$ cat config.mk
export PLATFORM = sky130hd
export DESIGN_NAME = if_df_skid_buffer
export DESIGN_NICKNAME = d
export VERILOG_FILES = /design/src/rtl/if_df_skid_buffer.sv
export SDC_FILE = /design/constraint.sdc
export NUM_CORES = 1
export LEC_CHECK = 0
export CORE_UTILIZATION = 54
export DETAILED_ROUTE_END_ITERATION = 10
export PLACE_DENSITY = 0.92
export SYNTH_ARGS = -nofsm -noshare
export SYNTH_HDL_FRONTEND = slang
export SYNTH_SLANG_ARGS = --single-unit
$ cat constraint.sdc
create_clock -name clk -period 2.7 [get_ports clk]
set_clock_uncertainty 0.1 [all_clocks]
set_input_delay 0.405 -clock clk [delete_from_list [all_inputs] [get_ports clk]]
set_output_delay 0.405 -clock clk [all_outputs]
set_load 0.1 [all_outputs]
$ cat src/rtl/if_df_skid_buffer.sv
// -----------------------------------------------------------------------------
// if_df_skid_buffer
//
// Fetch-to-decode pipeline buffer built as a 2-entry skid buffer. Carries the
// {pc, inst} pair from fetch to decode over a valid/ready handshake. Fetch
// sees a registered ready, so a decode stall never reaches fetch through
// combinational logic.
//
// Features beyond a plain register stage:
//   - backpressure: a skid entry absorbs the one transfer that is in flight
//     when decode stalls.
//   - flush: squashes every held entry. Any entry presented in the same
//     cycle is dropped.
//   - bubble tagging: an entry accepted with nop_in set is stored as NOP_INST
//     and flagged on nop_out.
//
// Optional build macro: IF_DF_BUF_STATS_EN
//   When defined, the block adds stall_cnt and bubble_cnt. These are
//   saturating statistics counters of width CNT_W.
// -----------------------------------------------------------------------------
module if_df_skid_buffer #(
    parameter int                 PC_W     = 16,
    parameter int                 INST_W   = 16,
    parameter logic [INST_W-1:0]  NOP_INST = '0,
    parameter int                 CNT_W    = 16
) (
    input  logic              clk,
    input  logic              rst,
    input  logic              flush,

    input  logic              in_valid,
    output logic              in_ready,
    input  logic [PC_W-1:0]   pc_buff_in,
    input  logic [INST_W-1:0] inst_buff_in,
    input  logic              nop_in,

    output logic              out_valid,
    input  logic              out_ready,
    output logic [PC_W-1:0]   pc_buff_out,
    output logic [INST_W-1:0] inst_buff_out,
    output logic              nop_out
`ifdef IF_DF_BUF_STATS_EN
    ,
    output logic [CNT_W-1:0]  stall_cnt,
    output logic [CNT_W-1:0]  bubble_cnt
`endif
);

    // One buffered fetch result. The valid bits of the main and skid slots
    // are carried by the occupancy state below: main is valid in ONE and TWO,
    // and skid is valid only in TWO.
    typedef struct packed {
        logic [PC_W-1:0]   pc;
        logic [INST_W-1:0] inst;
        logic              nop;
    } entry_t;

    typedef enum logic [1:0] {
        S_EMPTY = 2'd0,
        S_ONE   = 2'd1,
        S_TWO   = 2'd2
    } state_t;

    localparam entry_t CLEAR_ENTRY = '{pc: '0, inst: NOP_INST, nop: 1'b1};

    state_t state_q, state_d;
    entry_t main_q,  main_d;
    entry_t skid_q,  skid_d;
    logic   in_ready_q, in_ready_d;

    entry_t incoming;
    logic   main_valid;
    logic   accept;
    logic   pop;

    // A bubble is stored with its PC but with the instruction forced to NOP.
    assign incoming = '{pc:   pc_buff_in,
                        inst: nop_in ? NOP_INST : inst_buff_in,
                        nop:  nop_in};

    assign main_valid = (state_q != S_EMPTY);
    assign accept     = in_valid & in_ready_q;
    assign pop        = main_valid & out_ready;

    // Occupancy register, storage slots and the registered ready flag.
    always_ff @(posedge clk) begin
        // NOTE: the data slots are reset as well as the state. Reset must leave
        // pc_buff_out at zero and inst_buff_out at NOP_INST, so the data
        // registers cannot be left unreset the way plain storage often is.
        if (rst) begin
            state_q    <= S_EMPTY;
            main_q     <= CLEAR_ENTRY;
            skid_q     <= CLEAR_ENTRY;
            in_ready_q <= 1'b1;
        end else begin
            // NOTE: sequential state uses non-blocking assignments. All
            // registers then update together from values computed before the
            // edge, and there is no ordering race between always blocks.
            state_q    <= state_d;
            main_q     <= main_d;
            skid_q     <= skid_d;
            in_ready_q <= in_ready_d;
        end
    end

    // Next-state logic: occupancy transitions, slot loads and flush squash.
    always_comb begin
        // NOTE: every output of this block gets a default first ("hold").
        // Any path that skips an assignment then keeps the current value
        // instead of inferring a latch.
        state_d = state_q;
        main_d  = main_q;
        skid_d  = skid_q;

        if (flush) begin
            // Flush wins over accept and pop. The PC is left as it was, so
            // pc_buff_out keeps its last value while the buffer is empty.
            state_d      = S_EMPTY;
            main_d.inst  = NOP_INST;
            main_d.nop   = 1'b1;
            skid_d.inst  = NOP_INST;
            skid_d.nop   = 1'b1;
        end else begin
            case (state_q)
                S_EMPTY: begin
                    if (accept) begin
                        state_d = S_ONE;
                        main_d  = incoming;
                    end
                end
                S_ONE: begin
                    if (accept && pop) begin
                        main_d = incoming;
                    end else if (accept) begin
                        state_d = S_TWO;
                        skid_d  = incoming;
                    end else if (pop) begin
                        state_d = S_EMPTY;
                    end
                end
                S_TWO: begin
                    // in_ready is low in TWO, so only a pop can happen here.
                    if (pop) begin
                        state_d     = S_ONE;
                        main_d      = skid_q;
                        skid_d.inst = NOP_INST;
                        skid_d.nop  = 1'b1;
                    end
                end
                default: begin
                    state_d = S_EMPTY;
                end
            endcase
        end

        // Ready for next cycle is "skid will be free". It depends only on the
        // next state, so out_ready never reaches in_ready in the same cycle.
        in_ready_d = (state_d != S_TWO);
    end

    // Output view of the head slot. An empty buffer presents a NOP bubble.
    assign in_ready      = in_ready_q;
    assign out_valid     = main_valid;
    assign pc_buff_out   = main_q.pc;
    assign inst_buff_out = main_valid ? main_q.inst : NOP_INST;
    assign nop_out       = main_valid ? main_q.nop  : 1'b1;

`ifdef IF_DF_BUF_STATS_EN
    logic [CNT_W-1:0] stall_cnt_q;
    logic [CNT_W-1:0] bubble_cnt_q;
    logic             stall_evt;
    logic             bubble_evt;

    assign stall_evt  = main_valid & ~out_ready;
    assign bubble_evt = (accept & nop_in) | flush;

    // Saturating statistics counters. Only reset clears them; flush does not.
    always_ff @(posedge clk) begin
        if (rst) begin
            stall_cnt_q  <= '0;
            bubble_cnt_q <= '0;
        end else begin
            if (stall_evt && !(&stall_cnt_q)) begin
                stall_cnt_q <= stall_cnt_q + CNT_W'(1);
            end
            if (bubble_evt && !(&bubble_cnt_q)) begin
                bubble_cnt_q <= bubble_cnt_q + CNT_W'(1);
            end
        end
    end

    assign stall_cnt  = stall_cnt_q;
    assign bubble_cnt = bubble_cnt_q;
`else
    // The counter width only has an effect in the statistics build.
    localparam int unused_cnt_w = CNT_W;
`endif

endmodule

==> results of run 1 <==
## flip-flops by register name, indices dropped and copies added, names as in the netlist
signal and cells:
in_ready 1, main_q 17, state_q 2, pc_buff_out 16, skid_q 33
## critical path: stages, from the launching register on
cell,delay (ns)
dfxtp_1,0.42
nor2_1,0.75
or2_2,0.27
buf_12,0.17
## per-stage QoR
stage	hold WS [ns]	instance area, sq um	power [uW]	cells
finish	0.351	3950	2210	492
global route	0.362	3950	2290	492
CTS	0.352	3950	2220	492
detailed placement	0.343	3770	1450	477
global placement	0.336	3770	1440	477
floorplan	0.329	3240	1350	370
## layer usage
layer	wire (um)	part of all wire [%]	GRT usage, %
met1	3020	45	29.2
met2	3220	48	34.3
met3	294	4.4	6.74
met4	150	2.2	10.4
met5	0	0	0
## final cells by class
cell class,count,area [sq um],area share [%]
clock buffer,13,139,3.52
tap,72,90.1,2.28
multi-input combinational,254,1580,39.9
sequential,69,1380,35.0
timing repair buffer,80,718,18.2
inverter,2,7.51,0.190
clock inverter,2,35.0,0.888
## Yosys cell counts
master | instances | area [sq um]
o21ai_2 | 1 | 8.76
buf_4 | 17 | 128
buf_6 | 2 | 22.5
or3_1 | 1 | 6.26
buf_2 | 11 | 55.1
nand2b_1 | 1 | 6.26
o21a_1 | 1 | 7.51
a211o_1 | 1 | 8.76
a211oi_1 | 16 | 120
o31ai_4 | 1 | 21.3
inv_1 | 2 | 7.51
nor3b_1 | 16 | 120
nor3_2 | 1 | 10.0
a21oi_2 | 6 | 52.6
or2_1 | 1 | 6.26
nor2b_1 | 17 | 106
o32a_1 | 1 | 10.0
nand2_2 | 10 | 62.6
and2b_1 | 1 | 7.51
or3b_4 | 1 | 11.3
o21ai_1 | 4 | 20.0
buf_8 | 1 | 15.0
a21oi_1 | 26 | 130
nand3b_1 | 1 | 7.51
nor3_1 | 1 | 5.00
a41oi_1 | 1 | 8.76
or2_2 | 2 | 12.5
o22a_1 | 1 | 8.76
nor2_1 | 35 | 131
mux2_2 | 16 | 180
o21ai_0 | 12 | 60.1
nand4b_1 | 1 | 8.76
nand2_1 | 43 | 161
nor3_4 | 1 | 16.3
mux2i_1 | 17 | 170
clkbuf_1 | 14 | 52.6
o32ai_1 | 1 | 8.76
dfxtp_1 | 69 | 1380
nand3_1 | 16 | 80.1
## power by group through the flow
stage / combinational, uW / clock (uW) / sequential (uW)
3_3_place_gp: 362 / 0 / 1080
6_report: 368 / 779 / 1060
3_5_place_dp: 366 / 0 / 1080
2_1_floorplan: 272 / 0 / 1080
4_1_cts: 369 / 793 / 1060
5_1_grt: 389 / 838 / 1060
## cells by family (layout without fill, tap and decap cells)
group | count (synthesis) | count (layout) | share of synthesized area, %
flops | 69 | 69 | 42.7
buf+inv | 47 | 97 | 8.66
compound gates | 72 | 72 | 14.4
mux | 33 | 33 | 10.8
simple gates | 149 | 149 | 23.5
## final timing paths
kind	slack, ns	startpoint	to	cells after the start
worst max register to register	0.67	state_q[1]$_SDFF_PP0_	skid_q[23]$_SDFFE_PP0P_	4
worst min-delay path	0.35	skid_q[5]$_SDFFE_PP0P_	skid_q[5]$_SDFFE_PP0P_	2
worst max-delay path	0.24	state_q[1]$_SDFF_PP0_	nop_out	3
worst min register to register	0.35	skid_q[5]$_SDFFE_PP0P_	skid_q[5]$_SDFFE_PP0P_	2
==> results.md, run 1 <==
- Final setup viols: 0
- Seq pwr share: 48.1%
- Cell variety after synth: 39
- Core area: 5640 sq um
- Root Driver: clkbuf_8
- Chip width: 79.4 um
- Pleak: 0.00154 uW
- Final hold vios: 0
- Post-CTS Hold Fix Bufs: 0
- H-tree levels: 3
- Total grt overflow: 0
- Fillers: 429
- Antenna Nets Post-Route: 0
- Commonest non-fill, non-tap cells in the layout: dfxtp_1 (69), nand2_1 (43), buf_4 (41), clkdlybuf4s50_1 (37), nor2_1 (35)
- First-pass GRT wire length: 10.8 mm
- DR vias: 2617
- Die Ht: 79.4 um
- WS Path Type: reg -> out
- Vias per cell: 5.32
- Cells after Synth: 370
- CP max FO: 18
- Post-placement setup slack: 0.221 ns
- Number of diodes: 0
- Relative slew slack: 38.8%
- Starting density of the core: 57.4%
- Worst Setup Start Kind: flip-flop
- Starting DRT DRC Count: 196
- WL/cell: 13.6 um
- IO buf count: 72
- Clk sinks: 69
- Drt drc: 0
- Vias in the first global route: 2343
- Seq/Total Area, Yosys: 42.7%
- Status: finished clean
- FMAX: 406 MHz
- Final Critical Period: 2.46 ns
- Slew @ Worst Pin: 0.915 ns
- Power per Cell Area: 559 nW/um^2
- Int Power: 1600 uW
- #FFs+latches synth: 69
- Syn Area/Cell: 8.75 sq um
- Post-cts resize count: 0
- Hold crit path type: reg -> reg
- Max Buffers Root-to-Sink: 2
- All-Layer GR Usage: 22.5%
- Share of cells above drive strength 1: 22.1%
- NetSw: 605 uW
- Placer congestion estimate: 0.810
- Final cycle utilization of the critical path: 91.2%
- Nets@finish: 454
- Rows: 27
- DP HPWL: 4.62 mm
- CP Capture Type: output port
- Final core occ: 69.9%
- Max IR drop VDD: 0.399 mV
- Worst Path Required: 2.19 ns
- Detailed-router iteration count before antenna repair: 4
- Largest net degree at the start of global routing: 35
- Post-Route WL: 6.68 mm
- YS warnings: 0
- Final worst slack: 0.239 ns
- Synth Cell Area: 3240 sq um
- Post-CTS setup buffers: 0
- CTS tree: done
- Initial antenna violation count: 0
- Switching share of power: 27.4%
- Clk pwr share: 35.3%
- Setup TNS: 0 ns
- Slew Viols, Final: 0
- Max cap viols: 0
- Comb pwr share: 16.7%
- Clock Latency Late Sink: 0.34 ns
- RSZ-0062 raised after global routing: no
- Total CTS buffers: 9
- Syn nets: 408
- Area of the die: 6310 sq um
- I/O pin cnt: 73
- Area Overhead vs Synth: 21.9%
- Most common cell after layout, fill and taps aside: dfxtp_1
- Worst Path Arrival: 1.96 ns
- Clock Pin Slew Worst Setup and Hold Paths: 0.07 ns
(Power assumes the default switching activity.)
==> inputs of run 2 (changes only) <==
--- a/config.mk
+++ b/config.mk
@@ -6,6 +6,7 @@
 export NUM_CORES = 1
 export LEC_CHECK = 0
 export CORE_UTILIZATION = 54
+export CTS_CLUSTER_DIAMETER = 150
 export DETAILED_ROUTE_END_ITERATION = 10
 export PLACE_DENSITY = 0.92
 export SYNTH_ARGS = -nofsm -noshare
==> results of run 2 <==
The final DEF is identical to that of run 1; final timing and power are the same.
